===== src/rtl/axi_write_burst.sv =====
// rtl/axi_write_burst.sv - AXI4 write-burst master draining a FIFO into 4 KB-safe INCR bursts
module axi_write_burst #(
    parameter int DATA_W    = 32,
    parameter int MAX_BURST = 16,
    localparam int STRB_W   = DATA_W / 8,
    localparam int BYTE_SH  = $clog2(STRB_W)
) (
    input  logic              clk,
    input  logic              rst_n,
    input  logic              start,
    input  logic [31:0]       addr,
    input  logic [15:0]       transfer_size,
    output logic [31:0]       awaddr,
    output logic [7:0]        awlen,
    output logic [2:0]        awsize,
    output logic [1:0]        awburst,
    output logic              awvalid,
    input  logic              awready,
    output logic [DATA_W-1:0] wdata,
    output logic [STRB_W-1:0] wstrb,
    output logic              wlast,
    output logic              wvalid,
    input  logic              wready,
    input  logic [1:0]        bresp,
    input  logic              bvalid,
    output logic              bready,
    input  logic [DATA_W-1:0] data_in,
    input  logic              empty,
    output logic              rd_en,
    output logic              busy,
    output logic              done,
    output logic              error
);

    typedef enum logic [2:0] {IDLE, ADDR, FETCH, DATA, RESP, FINISH} state_t;

    localparam logic [16:0] MAX_B = 17'(MAX_BURST);

    state_t              state_q, state_d;
    logic [31:0]         addr_q;
    logic [16:0]         beats_left_q;
    logic [8:0]          burst_beats_q;
    logic [8:0]          burst_rem_q;
    logic [BYTE_SH-1:0]  rem_q;
    logic [DATA_W-1:0]   wdata_q;
    logic                rd_pend_q;
    logic                error_q;

    logic [16:0]         to_4k;
    logic [16:0]         burst_beats;
    logic [16:0]         beats_total;
    logic [31:0]         addr_al;
    logic [STRB_W-1:0]   last_strb;

    // Burst length is bounded by what is left, the burst cap and the next 4 KB page edge.
    always_comb begin
        to_4k       = (17'd4096 - {5'd0, addr_q[11:0]}) >> BYTE_SH;
        burst_beats = beats_left_q;
        if (burst_beats > MAX_B) burst_beats = MAX_B;
        if (burst_beats > to_4k) burst_beats = to_4k;
        beats_total = ({1'b0, transfer_size} + 17'(STRB_W - 1)) >> BYTE_SH;
        addr_al     = addr & ~32'(STRB_W - 1);
        last_strb   = '0;
        for (int i = 0; i < STRB_W; i++) last_strb[i] = (i < int'(rem_q));
    end

    always_ff @(posedge clk or negedge rst_n) begin
        if (!rst_n) state_q <= IDLE;
        else        state_q <= state_d;
    end

    always_comb begin
        state_d = state_q;
        case (state_q)
            IDLE:   if (start) state_d = (transfer_size == 16'd0) ? FINISH : ADDR;
            ADDR:   if (awready) state_d = FETCH;
            FETCH:  if (rd_pend_q) state_d = DATA;
            DATA:   if (wready) state_d = (burst_rem_q == 9'd1) ? RESP : FETCH;
            RESP:   if (bvalid) begin
                        if (bresp != 2'b00)            state_d = FINISH;
                        else if (beats_left_q != '0)   state_d = ADDR;
                        else                           state_d = FINISH;
                    end
            FINISH: state_d = IDLE;
            default: state_d = IDLE;
        endcase
    end

    always_comb begin
        awvalid = (state_q == ADDR);
        awlen   = awvalid ? 8'(burst_beats - 17'd1) : 8'd0;
        awaddr  = addr_q;
        awsize  = 3'(BYTE_SH);
        awburst = 2'b01;
        wvalid  = (state_q == DATA);
        wdata   = wdata_q;
        wlast   = wvalid && (burst_rem_q == 9'd1);
        wstrb   = '0;
        if (wvalid) wstrb = (beats_left_q == 17'd1 && rem_q != '0) ? last_strb : '1;
        rd_en   = (state_q == FETCH) && !rd_pend_q && !empty;
        bready  = (state_q == RESP);
        done    = (state_q == FINISH);
        busy    = (state_q != IDLE) && (state_q != FINISH);
        error   = error_q;
    end

    always_ff @(posedge clk or negedge rst_n) begin
        if (!rst_n) begin
            addr_q        <= '0;
            beats_left_q  <= '0;
            burst_beats_q <= '0;
            burst_rem_q   <= '0;
            rem_q         <= '0;
            wdata_q       <= '0;
            rd_pend_q     <= 1'b0;
            error_q       <= 1'b0;
        end else begin
            case (state_q)
                IDLE: if (start) begin
                    error_q      <= 1'b0;
                    addr_q       <= addr_al;
                    beats_left_q <= beats_total;
                    rem_q        <= transfer_size[BYTE_SH-1:0];
                end
                ADDR: if (awready) begin
                    burst_beats_q <= burst_beats[8:0];
                    burst_rem_q   <= burst_beats[8:0];
                end
                // FIFO data arrives the cycle after rd_en, so capture on the following cycle.
                FETCH: begin
                    rd_pend_q <= rd_en;
                    if (rd_pend_q) wdata_q <= data_in;
                end
                DATA: if (wready) begin
                    burst_rem_q  <= burst_rem_q - 9'd1;
                    beats_left_q <= beats_left_q - 17'd1;
                end
                RESP: if (bvalid) begin
                    if (bresp != 2'b00) error_q <= 1'b1;
                    else addr_q <= addr_q + (32'(burst_beats_q) << BYTE_SH);
                end
                default: ;
            endcase
        end
    end

endmodule


===== config.mk =====
export PLATFORM = sky130hd
export DESIGN_NAME = axi_write_burst
export DESIGN_NICKNAME = d
export VERILOG_FILES = /design/src/rtl/axi_write_burst.sv
export SDC_FILE = /design/constraint.sdc
export NUM_CORES = 1
export LEC_CHECK = 0
export ABC_AREA = 0
export CORE_MARGIN = 5
export CORE_UTILIZATION = 51
export CTS_BUF_LIST = sky130_fd_sc_hd__clkbuf_8
export CTS_CLUSTER_DIAMETER = 40
export DETAILED_ROUTE_END_ITERATION = 6
export PLACE_DENSITY = 0.88
export SYNTH_ARGS = -nofsm -noshare
export SYNTH_HDL_FRONTEND = slang
export SYNTH_SLANG_ARGS = --single-unit

===== constraint.sdc =====
create_clock -name clk -period 5.34 [get_ports clk]
set_clock_uncertainty 0.15 [all_clocks]
set_input_delay 1.068 -clock clk [delete_from_list [all_inputs] [get_ports clk]]
set_output_delay 1.068 -clock clk [all_outputs]
set_load 0.01 [all_outputs]

After elaboration in Yosys (flattened, before gate mapping). Cells that the tools add are included.

Flip-flop bits (word level): 106. Word-level logic and storage cells: 88.

Add/subtract/negate cells: 6. $lt $le $gt $ge: 5. Eq/ne operators: 15. Mux-type cells: 29. Reduce and logical (&&, ||, !) cells: 24.

Operator list (number): $mux W32 (3); $pmux W32 S2 (1); $mux W17 (3); $pmux W17 S2 (1); $add A32 B11 Y32 (1); $mux W3 (9); $mux W9 (3); $pmux W9 S2 (1); $add A16 B2 Y17 const B (1); $eq A17 B1 Y1 const B (1); $gt A17 B15 Y1 (1); $gt A17 B5 Y1 const B (1); $reduce_bool A17 Y1 (1); $sub A17 B1 Y17 const B (1); $logic_not A16 Y1 (1); $pmux W3 S5 (1); $sub A13 B12 Y14 const A (1); $reduce_bool A2 Y1 (5); $eq A9 B1 Y1 const B (1); $sub A9 B1 Y9 const B (1); $mux W4 (2); $mux W8 (1); $ne A2 B2 Y1 const B (4); $reduce_and A4 Y1 (2); other kinds (17) (32).

Longest topological paths before layout.
Depth after elaboration: 6. Mapped depth: 19.

Worst setup path after synthesis. Ideal clock, no wire load.

Path type: register to output. From: reg addr_q[2] (netlist: awaddr[2]). To: out awlen[6]. Arrival time: 3746 ps. Setup slack: 376 ps. Stages on the path, launching flop included: 17. Buffers on the path: 0. Path through: dfrtp_1 > inv_1 > ha_1 > and3_1 > xor2_1 > ha_1 > nand4_1 > nor4_1 > o31ai_1 > a31oi_2 > mux2i_1 > ha_1 > nand3_1 > nor3b_1 > xor2_1 > mux2_2 > nor2_1.

Word-level cells in the longest chain between the ends: 5.

RTL lines: start: declaration (line 40) `logic [31:0] addr_q;`; start signal: assignment (line 121) `addr_q <= addr_al;`; start signal: assignment (line 140) `else addr_q <= addr_q + (32'(burst_beats_q) << BYTE_SH);`; $sub A13 B12 Y14 * (line 57) `to_4k = (17'd4096 - {5'd0, addr_q[11:0]}) >> BYTE_SH;`; $gt A17 B15 Y1 (line 60) `if (burst_beats > to_4k) burst_beats = to_4k;`; $mux W9 * (line 60); $sub A8 B1 Y8 * (line 91) `awlen = awvalid ? 8'(burst_beats - 17'd1) : 8'd0;`; $mux W8 * (line 91); end: declaration (line 14) `output logic [7:0] awlen,`.

Mark *: on every way between the ends. The rest lies on a longest branch, timed or not.

Final worst setup path.
From: reg beats_left_q[10]. To: out awlen[6].

Word-level cells in the longest chain between the ends: 6.

RTL lines: start: declaration (line 41) `logic [16:0] beats_left_q;`; start signal: assignment (line 122) `beats_left_q <= beats_total;`; start signal: assignment (line 136) `beats_left_q <= beats_left_q - 17'd1;`; $gt A17 B5 Y1 (line 59) `if (burst_beats > MAX_B) burst_beats = MAX_B;`; $mux W17 * (line 59); $gt A17 B15 Y1 (line 60); $mux W9 * (line 60); $sub A8 B1 Y8 * (line 91); $mux W8 * (line 91).

Marks and branches as above.

==> results.ini <==
[timing]
hold_slack_ps = 340
finalHoldViolations = 0
slew_viol_final = 0
rsz0062_at_grt = yes
setup_viol = 1
relSlewSlack_pct = 43.0
fin_crit_sh_pct = 102
tns_ps = -108
fin_ws_ps = -108
fin_crit_ps = 5450
worst_slew_pin_slew_ps = 855
fmax_mhz = 184

[power_and_ir_drop]
combPwrFrac_pct = 59.9
total_power_mw = 4.82
vdd_drop_max_v = 0.000303
seqPwrFrac_pct = 31.1
intPower_mw = 2.76
swShare_pct = 42.8
power_leakage_nw = 3.79
power_density_nw_per_um2 = 536
switchingPower_mw = 2.06
clkPwrFrac_pct = 9.0

[global_route]
grt_max_degree = 66
grt_pass1_vias = 6360
antenna_found_initial = 0
grt_overflow = 0
grt_pass1_wl_mm = 30.7
grt_use_total_pct = 25.0

[yosys]
synth-seq-cells = 104
syn_area_um2 = 6650
yosysMostFrequentCell = dfrtp_1
synth_top_area_cell = dfrtp_1
async_flop_share_pct = 100
synth_top_area_share_pct = 39.1
synth_area_per_cell_um2 = 8.77
synth_seq_area_share_pct = 39.1
ys.flop_type = dfrtp_1
synth-edff-count = 0
synth.area.top_cells = dfrtp_1, ha_1, nand2_1
synth_commonest_cells = dfrtp_1, nand2_1, nor2_1
syn_inst = 758
synth.distinct_cells = 64
synth-warning-count = 0

[place]
dp_cells = 1109
pre_cts_ws_ps = -27.1
dp_hpwl_mm = 14.5
numPortBuffers = 168
place_congestion = 0.920
dpl_cell_area_um2 = 8690

[final_layout]
num-nets-final = 1070
area_growth_pct = 35.3
final_util_pct = 70.7
fillers = 973
stdcell_area_um2 = 9000
final_cells = 1128
drive_above_1_share_pct = 14.1
n_antenna_cell = 0

[setup_path]
path_class = reg -> out
r2r_setup_slack_ps = 1810
required_ps = 4120
path_common_cell = nor4_4
cp_top_family = simple AND/OR/NAND/NOR gates
endpoint_kind = output pin
path_cells = nor4_4, nand4_1, a21oi_4, nand2_2, inv_2, ha_4, nand2_4, nor4_4, o31ai_2, a31oi_2, mux2i_1, ha_2, nand3_2, nor3b_2, xor2_1, mux2_4, nor2_4, buf_6
path_buf_inv = 2
r2r-start = beats_left_q[10]$_DFFE_PN0P_
r2r-end = burst_rem_q[3]$_DFFE_PN0P_
slowest_delay_ps = 430
cp_max_fo = 5
worst_path_max_delay_cell = dfrtp_1
start_kind = flip-flop
arrival_ps = 4230
r2r_cells = 14

[clock_tree]
numCtsBuffers = 9
cts_tree = done
clkTransAtPathRegs_ps = 100
worstSkewPairLatency_ps = 380
clockBufferDepth = 2
htree_levels = 3
clock-root-buffer = clkbuf_8
cts.sinks = 104

[die]
coreArea_um2 = 12700
start_util_pct = 52.3
die_x_um = 124
fp-row-count = 41
die_h_um = 124
io_pins = 178
die_area_um2 = 15400

[min_path]
worstHoldEndpoint = wdata[9]$_DFFE_PN0P_
holdPathStages = 1
hold_start = wdata[9]$_DFFE_PN0P_
min_path_type = reg -> reg

[flow_run]
maxCapViolations = 0

[detailed_routing]
num_vias = 6627
ant_nets = 0
dr.pass1.iters = 5
via_per_inst = 5.88
drt-wirelength-per-cell_um = 17.6
routed_wl_mm = 19.8
dr.first_iter.drc_count = 560
remaining_drc_errors = 0

[status]
status = complete, but fails checks
violations = setup timing

[power by group through the flow]
stage               clock network (mW)  logic, mW  registers [mW]
finish                           0.434       2.89            1.50
global route                     0.476       3.15            1.55
CTS                              0.446       2.75            1.49
detailed placement                   0       2.72            1.50
global placement                     0       2.65            1.48
floorplan                            0       1.43            1.57
[kinds of logic after synthesis]
| kind of cell | synth area share (%) |
|---|---|
| flip-flops | 39.1 |
| AO/OA/AOI/OAI | 20.2 |
| XOR/XNOR | 3.95 |
| adder cells (fa/ha/maj) | 5.38 |
| other | 0.113 |
| multiplexers | 6.59 |
| AND/OR/NAND/NOR | 20.4 |
| buffers and inverters | 4.18 |
[registers in the layout, summed over array words and instances (netlist names)]
register	count
burst_rem_q	9
state_q	3
rem_q	2
beats_left_q	17
wdata	32
error	1
burst_beats_q	9
rd_pend_q	1
awaddr	30
[cells in the final DEF (no fill, tap or decap), types with 6 or more instances in the layout]
master             n
a311oi_1           7
and3_1            13
nor2_1            67
o211ai_1           6
clkbuf_8           9
o21ai_1           13
a211oi_1          14
or3_1              6
nand3_1           27
nor3_1            19
dfrtp_1          104
nor4_1            10
xor2_1            11
mux2_1            11
a21o_1            11
a21oi_1           60
nand4_1            8
o22ai_1           13
xnor2_1           17
nand2_1           84
clkdlybuf4s50_1  164
ha_1              23
o21a_1             8
inv_1             20
nor2_2             6
mux2_2            25
o21ai_0           42
conb_1            13
nand2_2            6
buf_4             44
[how the worst max path moves through the flow]
stage | cells after the start | end | slack (ps) | startpoint
finish | 18 | awlen[6] | -110 | beats_left_q[10]$_DFFE_PN0P_
CTS | 19 | awlen[6] | -30 | beats_left_q[11]$_DFFE_PN0P_
detailed placement | 17 | awlen[6] | -30 | beats_left_q[10]$_DFFE_PN0P_
global route | 18 | awlen[6] | -210 | beats_left_q[10]$_DFFE_PN0P_
floorplan | 16 | awlen[6] | 380 | awaddr[2]$_DFFE_PN0P_
global placement | 17 | awlen[6] | 100 | beats_left_q[10]$_DFFE_PN0P_
[worst reg2reg max path, cell delays in order (launching register included)]
cell and delay [ps]:
dfrtp_1 430, nor4_4 320, nand4_1 270, a21oi_4 280
nand2_2 130, inv_2 90, ha_4 140, nand2_4 60
nor4_4 240, o31ai_2 120, a31oi_2 310, buf_4 180
buf_4 190, mux2_2 370, o221ai_1 170
[area by class of cell]
type                            instances  area (µm²)  share of cell area [%]
Multi-Input combinational cell        603        3940                    43.8
Sequential cell                       104        2600                    28.9
Timing Repair Buffer                  211        1990                    22.2
Tap cell                              172         215                    2.39
Clock buffer                            9         124                    1.38
Inverter                               24        90.1                    1.00
Clock inverter                          5        27.5                   0.306
[layer usage]
metal  wire, µm  track usage [%]  up-vias
met2       9530             39.7      294
li1           -                -     3125
met1       8080             32.6     3168
met4        506             9.86        0
met5          0                0        -
met3       1720             6.86       40
[repair_timing]
item / 4_1_cts / 5_1_grt
setup buffers: 2 / 3
resized for setup: 9 / 32
hold buffers: 0 / 0
pin swaps: 3 / 14
endpoints found under the setup margin: 3 / 5
Note: power is estimated with default switching activity, not from simulation.
